==> src/rtl/controlador_suma_bcd_serial.sv <==
// Digit-serial packed-BCD adder: one shared 4-bit BCD digit adder is stepped
// across the operands from the least-significant digit upward, carry held between digits.

module sumador_BCD_4bits (
  input  logic [3:0] A,
  input  logic [3:0] B,
  input  logic       Ac_in,
  output logic [3:0] Z_salida,
  output logic       Acarreo_BCD
);

  // Decimal correction: binary sums of 10 or more are pushed past 15 by adding 6.
  function automatic logic [4:0] corregir_bcd(input logic [4:0] s);
    return (s >= 5'd10) ? s + 5'd6 : s;
  endfunction

  logic [4:0] suma_bin;
  logic [4:0] suma_bcd;

  assign suma_bin = {1'b0, A} + {1'b0, B} + {4'b0000, Ac_in};
  assign suma_bcd = corregir_bcd(suma_bin);
  assign Z_salida    = suma_bcd[3:0];
  assign Acarreo_BCD = suma_bcd[4];

endmodule

module controlador_suma_bcd_serial #(
  parameter int N_DIGITOS = 4
) (
  input  logic                   clk,
  input  logic                   rst_n,
  input  logic                   inicio,
  input  logic [4*N_DIGITOS-1:0] A,
  input  logic [4*N_DIGITOS-1:0] B,
  input  logic                   Ac_in,
  output logic [4*N_DIGITOS-1:0] Z,
  output logic                   Acarreo_final,
  output logic                   ocupado,
  output logic                   listo,
  output logic                   error_bcd
);

  localparam int W  = 4 * N_DIGITOS;
  localparam int CW = $clog2(N_DIGITOS);
  localparam logic [CW-1:0] ULTIMO = CW'(N_DIGITOS - 1);

  typedef enum logic [1:0] {
    REPOSO = 2'd0,
    SUMA   = 2'd1,
    FIN    = 2'd2
  } estado_t;

  function automatic logic hay_digito_invalido(input logic [W-1:0] v);
    logic r;
    r = 1'b0;
    for (int i = 0; i < N_DIGITOS; i++) begin
      if (v[4*i +: 4] > 4'd9) r = 1'b1;
    end
    return r;
  endfunction

  estado_t       estado, estado_sig;
  logic [CW-1:0] contador;
  logic          acarreo_r;
  logic [W-1:0]  regA, regB;
  logic [W-1:0]  z_r;
  logic          acarreo_final_r;
  logic          error_r;

  logic          operando_invalido;
  logic [3:0]    digito_a, digito_b;
  logic [3:0]    z_salida;
  logic          acarreo_bcd;

  assign operando_invalido = hay_digito_invalido(A) | hay_digito_invalido(B);

  always_comb begin
    digito_a = 4'd0;
    digito_b = 4'd0;
    for (int i = 0; i < N_DIGITOS; i++) begin
      if (contador == CW'(i)) begin
        digito_a = regA[4*i +: 4];
        digito_b = regB[4*i +: 4];
      end
    end
  end

  sumador_BCD_4bits u_sumador (
    .A          (digito_a),
    .B          (digito_b),
    .Ac_in      (acarreo_r),
    .Z_salida   (z_salida),
    .Acarreo_BCD(acarreo_bcd)
  );

  always_ff @(posedge clk or negedge rst_n) begin
    if (!rst_n) estado <= REPOSO;
    else        estado <= estado_sig;
  end

  always_comb begin
    estado_sig = estado;
    case (estado)
      REPOSO: if (inicio) estado_sig = operando_invalido ? FIN : SUMA;
      SUMA:   if (contador == ULTIMO) estado_sig = FIN;
      FIN:    estado_sig = REPOSO;
      default: estado_sig = REPOSO;
    endcase
  end

  always_comb begin
    ocupado = (estado == SUMA);
    listo   = (estado == FIN);
  end

  // Operand capture: pure data, only meaningful once an operation is accepted.
  always_ff @(posedge clk) begin
    if (estado == REPOSO && inicio) begin
      regA <= A;
      regB <= B;
    end
  end

  always_ff @(posedge clk or negedge rst_n) begin
    if (!rst_n) begin
      contador        <= '0;
      acarreo_r       <= 1'b0;
      z_r             <= '0;
      acarreo_final_r <= 1'b0;
      error_r         <= 1'b0;
    end else begin
      case (estado)
        REPOSO: begin
          if (inicio) begin
            contador        <= '0;
            acarreo_r       <= Ac_in;
            z_r             <= '0;
            acarreo_final_r <= 1'b0;
            error_r         <= operando_invalido;
          end
        end
        SUMA: begin
          for (int i = 0; i < N_DIGITOS; i++) begin
            if (contador == CW'(i)) z_r[4*i +: 4] <= z_salida;
          end
          acarreo_r <= acarreo_bcd;
          contador  <= contador + 1'b1;
          if (contador == ULTIMO) acarreo_final_r <= acarreo_bcd;
        end
        default: ;
      endcase
    end
  end

  assign Z             = z_r;
  assign Acarreo_final = acarreo_final_r;
  assign error_bcd     = error_r;

endmodule
==> config.mk <==
export PLATFORM = sky130hd
export DESIGN_NAME = controlador_suma_bcd_serial
export DESIGN_NICKNAME = d
export VERILOG_FILES = /design/src/rtl/controlador_suma_bcd_serial.sv
export SDC_FILE = /design/constraint.sdc
export NUM_CORES = 1
export LEC_CHECK = 0
export CAP_MARGIN = 40
export CORE_UTILIZATION = 50
export CTS_BUF_LIST = sky130_fd_sc_hd__clkbuf_16
export DETAILED_ROUTE_END_ITERATION = 10
export PLACE_DENSITY = 0.84
export SYNTH_ARGS = -nofsm -noshare
export SYNTH_HDL_FRONTEND = slang
export SYNTH_SLANG_ARGS = --single-unit
==> constraint.sdc <==
create_clock -name clk -period 4.36 [get_ports clk]
set_clock_uncertainty 0.1 [all_clocks]
set_input_delay 0.436 -clock clk [delete_from_list [all_inputs] [get_ports clk]]
set_output_delay 0.436 -clock clk [all_outputs]
set_load 0.05 [all_outputs]
# After elaboration in Yosys (flattened, before gate mapping)
# Cells that the tools add are included.
# op_classes
magnitude_cmp	9
eq_ne	10
addsub	4
bitwise_logic	1
mux	34
reduce_logical	11
# op_table
cell	n
two-way mux 4 bit	12
greater-than comparator 4 bit (second input constant)	8
case mux 16 bit (2 select lines)	1
two-way mux 16 bit	1
AND reduction 3 bit	4
two-way mux 1 bit	11
two-way mux 2 bit	4
inequality test 2 x 1 -> 1 bit (second input constant)	4
case mux 2 bit (2 select lines)	2
equality test 2 bit (second input constant)	3
AND reduction 2 bit	3
adder 4 x 4 -> 5 bit	1
adder 5 x 1 -> 5 bit	1
adder 5 x 3 -> 5 bit (second input constant)	1
greater-or-equal comparator 5 x 4 -> 1 bit (second input constant)	1
two-way mux 5 bit	1
equality test 2 x 1 -> 1 bit (second input constant)	2
logical NOT 2 bit	2
case mux 1 bit (2 select lines)	2
adder 2 x 1 -> 2 bit (second input constant)	1
inequality test 2 bit (second input constant)	1
nonzero test 2 bit	1
logical AND 1 bit	1
bitwise OR 1 bit	1
# word_totals
inputBits	36
output_inout_bits	20
wordCells	80
reg_bits	55

# Logic depth before layout (Yosys ltp)
# depth
depth_word	11
depth_mapped	17
mapped_depth_nobuf	16

# Modules after synthesis
# From an unflattened synthesis, not the netlist that was laid out.
# hier_totals
hier_cells	215
area_unflattened_um2	2625.0
# by_module_without_submodules
mod	area_each_um2	n_inst	seq_area_each_um2	cells_each
controlador_suma_bcd_serial	2358.5	1	1536.5	180
sumador_BCD_4bits	266.5	1	0.0	35

# Worst setup path before layout
# OpenSTA, ideal clock, no wires.
# synth_timing
kind	register -> register
startpoint	register contador[0]
endpoint	register z_r[10], in the netlist Z[10]
setup_slack_ns	0.400
path_stages_with_launch	17
synth_period_minus_slack_ns	3.960
t_arrival_ns	3.792
path_cell_list	dfrtp_1 > inv_1 > ha_1 > clkbuf_1 > clkbuf_1 > a21oi_1 > nor2_1 > a21oi_1 > fa_1 > fa_1 > xor2_1 > ha_1 > inv_1 > a31o_2 > a311oi_4 > mux2i_1 > a32o_2
# synth_via
elab_chain_len	11
word_cells_on_any_way	21
cone_classes	3 x add/sub; 1 x order compare; 4 x eq/ne; 11 x mux; 2 x reduce/logical
# synth_lines
item	line_no	text
start: declaration	63	logic [CW-1:0] contador;
start signal: assignment	147	contador <= contador + 1'b1;
logical NOT 2 bit	81	if (contador == CW'(i)) begin
two-way mux 4 bit (4 in a row)	81	
adder 4 x 4 -> 5 bit	20	assign suma_bin = {1'b0, A} + {1'b0, B} + {4'b0000, Ac_in};
adder 5 x 1 -> 5 bit	20	
adder 5 x 3 -> 5 bit / greater-or-equal comparator 5 x 4 -> 1 bit (equally long branches)	14	return (s >= 5'd10) ? s + 5'd6 : s;
two-way mux 5 bit	14	
two-way mux 4 bit	144	if (contador == CW'(i)) z_r[4*i +: 4] <= z_salida;
case mux 16 bit (2 select lines)	132	case (estado)
end signal: indexed assignment	144	
end: declaration	66	logic [W-1:0] z_r;
# Several ways; a longest one is shown, not always the timed one. The select of a mux whose other input is x is not followed.
# A chain may end at the register's enable or synchronous reset.

# Final worst setup path
# layout_timing
startpoint	register contador[1]
endpoint	register z_r[6], in the netlist Z[6]
# Same word-level chain as after synthesis.

==> results.md <==
- Dpl hpwl: between 4000 and 5000 µm
- Layout Cells excl Fill: approximately 350
- I/O pin count: 56
- Post-CTS sizing: 0
- Met3 usage: 0.0525
- CP bufs+invs: 2
- Critical path cell sequence: inv_1 -> ha_1 -> nand3b_1 -> a21oi_1 -> a21oi_1 -> nor2_1 -> a21oi_1 -> fa_1 -> fa_1 -> xor2_2 -> ha_1 -> inv_1 -> a31o_2 -> a311oi_4 -> mux2i_2 -> a32o_2
- Final ANT Viol Nets: 0
- Clock latency on the worst-skew pair: approximately 0.29 ns
- Area contributors post-synth: edfxtp_1 (38%), dfrtp_1 (23%), o21ai_0 (5.7%), a21oi_1 (4.3%), nand2_1 (4.3%)
- Min-delay worst type: input port to asynchronous set/reset pin
- Final Wtd Congestion: 0.785
- Worst path most repeated cell: a21oi_1
- Reg-to-reg startpoint: contador[1]
- Drt drc: 0
- F_max: 242 MHz
- DP Area: roughly 3200 µm²
- Cells after Synth: about 220
- EDFF count, synth: 32
- Sink Count: between 50 and 60
- Setup tns final: 0 ns
- Post-Syn Area: 2530 µm²
- Share of cells above drive strength 1: 0.0819
- Post-CTS Hold Buffers: 0
- Top Usage Layer GRT: met2
- Initial DRC Count: approximately 140
- Crit path launch type: register
- Drt total wl: ~5500 µm
- Routed WL per cell: about 16 µm
- Count leader, synth: edfxtp_1
- CP Class: register to register
- Status: finished clean
- Worst Tran Pin Value: roughly 0.50 ns
- Reg2Reg Depth: 16
- Avg Inst Size Synth: around 11 µm²
- Met1 usage: 0.272
- Crit path time final: ~4.1 ns
- Peak VDD IR: roughly 0.25 mV
- Clock Path Buffers: 2
- Routed via count: 1,945
- Cell count after placement: 340
- Final Hold Fails: 0
- Crit path from: contador[1]
- Largest area contributor in the netlist: edfxtp_1
- Final Cycle Share: 0.949
- CP delay by family, top: adder cells
- Crit path DAT: about 4.3 ns
- Antenna Cells: 0
- Worst-path cell with the longest stage delay: fa_1
- Vias per inst: 5.59
- Post-synth top cells: edfxtp_1 (32), nand2_1 (29), o21ai_0 (29), dfrtp_1 (23), a21oi_1 (22)
- Post-synth top area share: 0.379
- Worst slack at placement: 0.143 ns
- LEAKAGE: around 1.3 nW
- Main synth FF type: edfxtp_1
- Vias in the first global route: 1,905
- Net Count, Synth: around 270
- Slowest stage delay, CP: roughly 0.46 ns
- RSZ-0062 raised after global routing: false
- DR pass1 iterations: 4
- Die X: approximately 73 µm
- Max_cap viols: 0
- Max Slew Vio Count: 0
- Die Area: 5360 µm²
- I/O Buffers: 55
- Starting Density: 0.530
- R2R Setup Slk: ~0.22 ns
- First-pass GRT wire length: approximately 9000 µm
- GR Overflow Total: 0
- Largest net degree at the start of global routing: 25
- PD cells: 428 nW/µm²
- TritonCTS Buffers: 5
- Layout area overhead: 33.6%
- Crit. End Element: register
- Total Routing Usage GR: 0.223
- Normalized max-slew margin: 0.663
- Post-synthesis sequential area ratio: 0.606
- Setup slack after layout: 0.224 ns
- Nets: approximately 330
- Std-Cell Rows: 25
- GR Util met2: 0.392
- CTS tree: done
- Clk slew on worst S/H paths: roughly 0.070 ns
- H-tree Lvls: 2
- Final instance area: 3390 µm²
- CP Max Fanout: 8
- Die height: ~73 µm
- Synth Warn #: 0
- Final setup vio count: 0
- FF+latch count, synth: between 50 and 60
- CTS Root Cell: clkbuf_16
- Post-synth cell types: 36
- Reg2reg end: Z[6]
- Post-CTS setup buffers: 0
- Initial antenna violation count: 0
- Core area: approximately 4800 µm²
- Ys async rst share: 0.418
- Worst EP required: 4.49 ns
- Final core utilization: 0.707
==> sequential cells by signal, indices dropped and copies added (netlist names) <==
signal	cells
Acarreo_final	1
Z	16
acarreo_r	1
contador	2
error_bcd	1
estado	2
regA	16
regB	16
==> cells in the final DEF (no fill, tap or decap), types with 3 or more instances in the layout <==
cell type / Yosys / layout
dfrtp_1: 23 / 23
clkdlybuf4s50_1: 0 / 55
ha_1: 8 / 7
o31ai_1: 3 / 3
a21oi_1: 22 / 22
a21o_1: 4 / 4
edfxtp_1: 32 / 32
nand3b_1: 6 / 6
a32o_2: 3 / 3
nor2_1: 14 / 13
clkbuf_16: 0 / 5
buf_4: 0 / 3
inv_1: 8 / 8
nand2_1: 29 / 29
nor2b_1: 4 / 4
o21ai_0: 29 / 29
==> worst max-delay path by stage <==
stage               cells past startpoint    end
finish                                 16   Z[6]
floorplan                              16  Z[10]
detailed placement                     16   Z[2]
global route                           16   Z[6]
global placement                       16   Z[6]
CTS                                    16   Z[2]
==> power breakdown <==
group | switching (mW) | internal (mW) | total [mW]
clock network | 0.176 | 0.268 | 0.444
registers | 0.0132 | 0.585 | 0.598
logic | 0.232 | 0.174 | 0.406
total | 0.422 | 1.03 | 1.45
==> through the flow <==
stage / hold slack (ns) / total power, mW
after floorplan: 0.0404 / 0.861
after global placement: 0.360 / 0.965
after detailed placement: 0.370 / 0.986
after CTS: 0.282 / 1.43
after global routing: 0.288 / 1.50
final: 0.276 / 1.45
==> final cells by class <==
cell class,instances,area [µm²]
timing repair buffer,60,616
inverter,8,30.0
clock buffer,5,125
sequential,55,1540
tap,67,83.8
fill,366,1400
clock inverter,3,38.8
multi-input combinational,150,956
==> cell families (layout without fill, tap and decap cells) <==
| family | after synthesis | in the layout | share of synthesized area |
|---|---|---|---|
| AOI/OAI and AO/OA | 71 | 71 | 0.174 |
| xor gates and xnor gates | 2 | 2 | 0.00691 |
| adders and majority gates | 10 | 10 | 0.0553 |
| buffers and inverters | 17 | 76 | 0.0252 |
| DFF | 55 | 55 | 0.606 |
| muxes | 3 | 3 | 0.0123 |
| and+or+nand+nor | 64 | 64 | 0.120 |
==> metal layers <==
layer  vias to the layer above  share of wire
li1                        928              -
met1                       932           0.41
met2                        78           0.53
met3                         7          0.053
met4                         0          0.011
met5                         -              0
(Power assumes the default switching activity.)
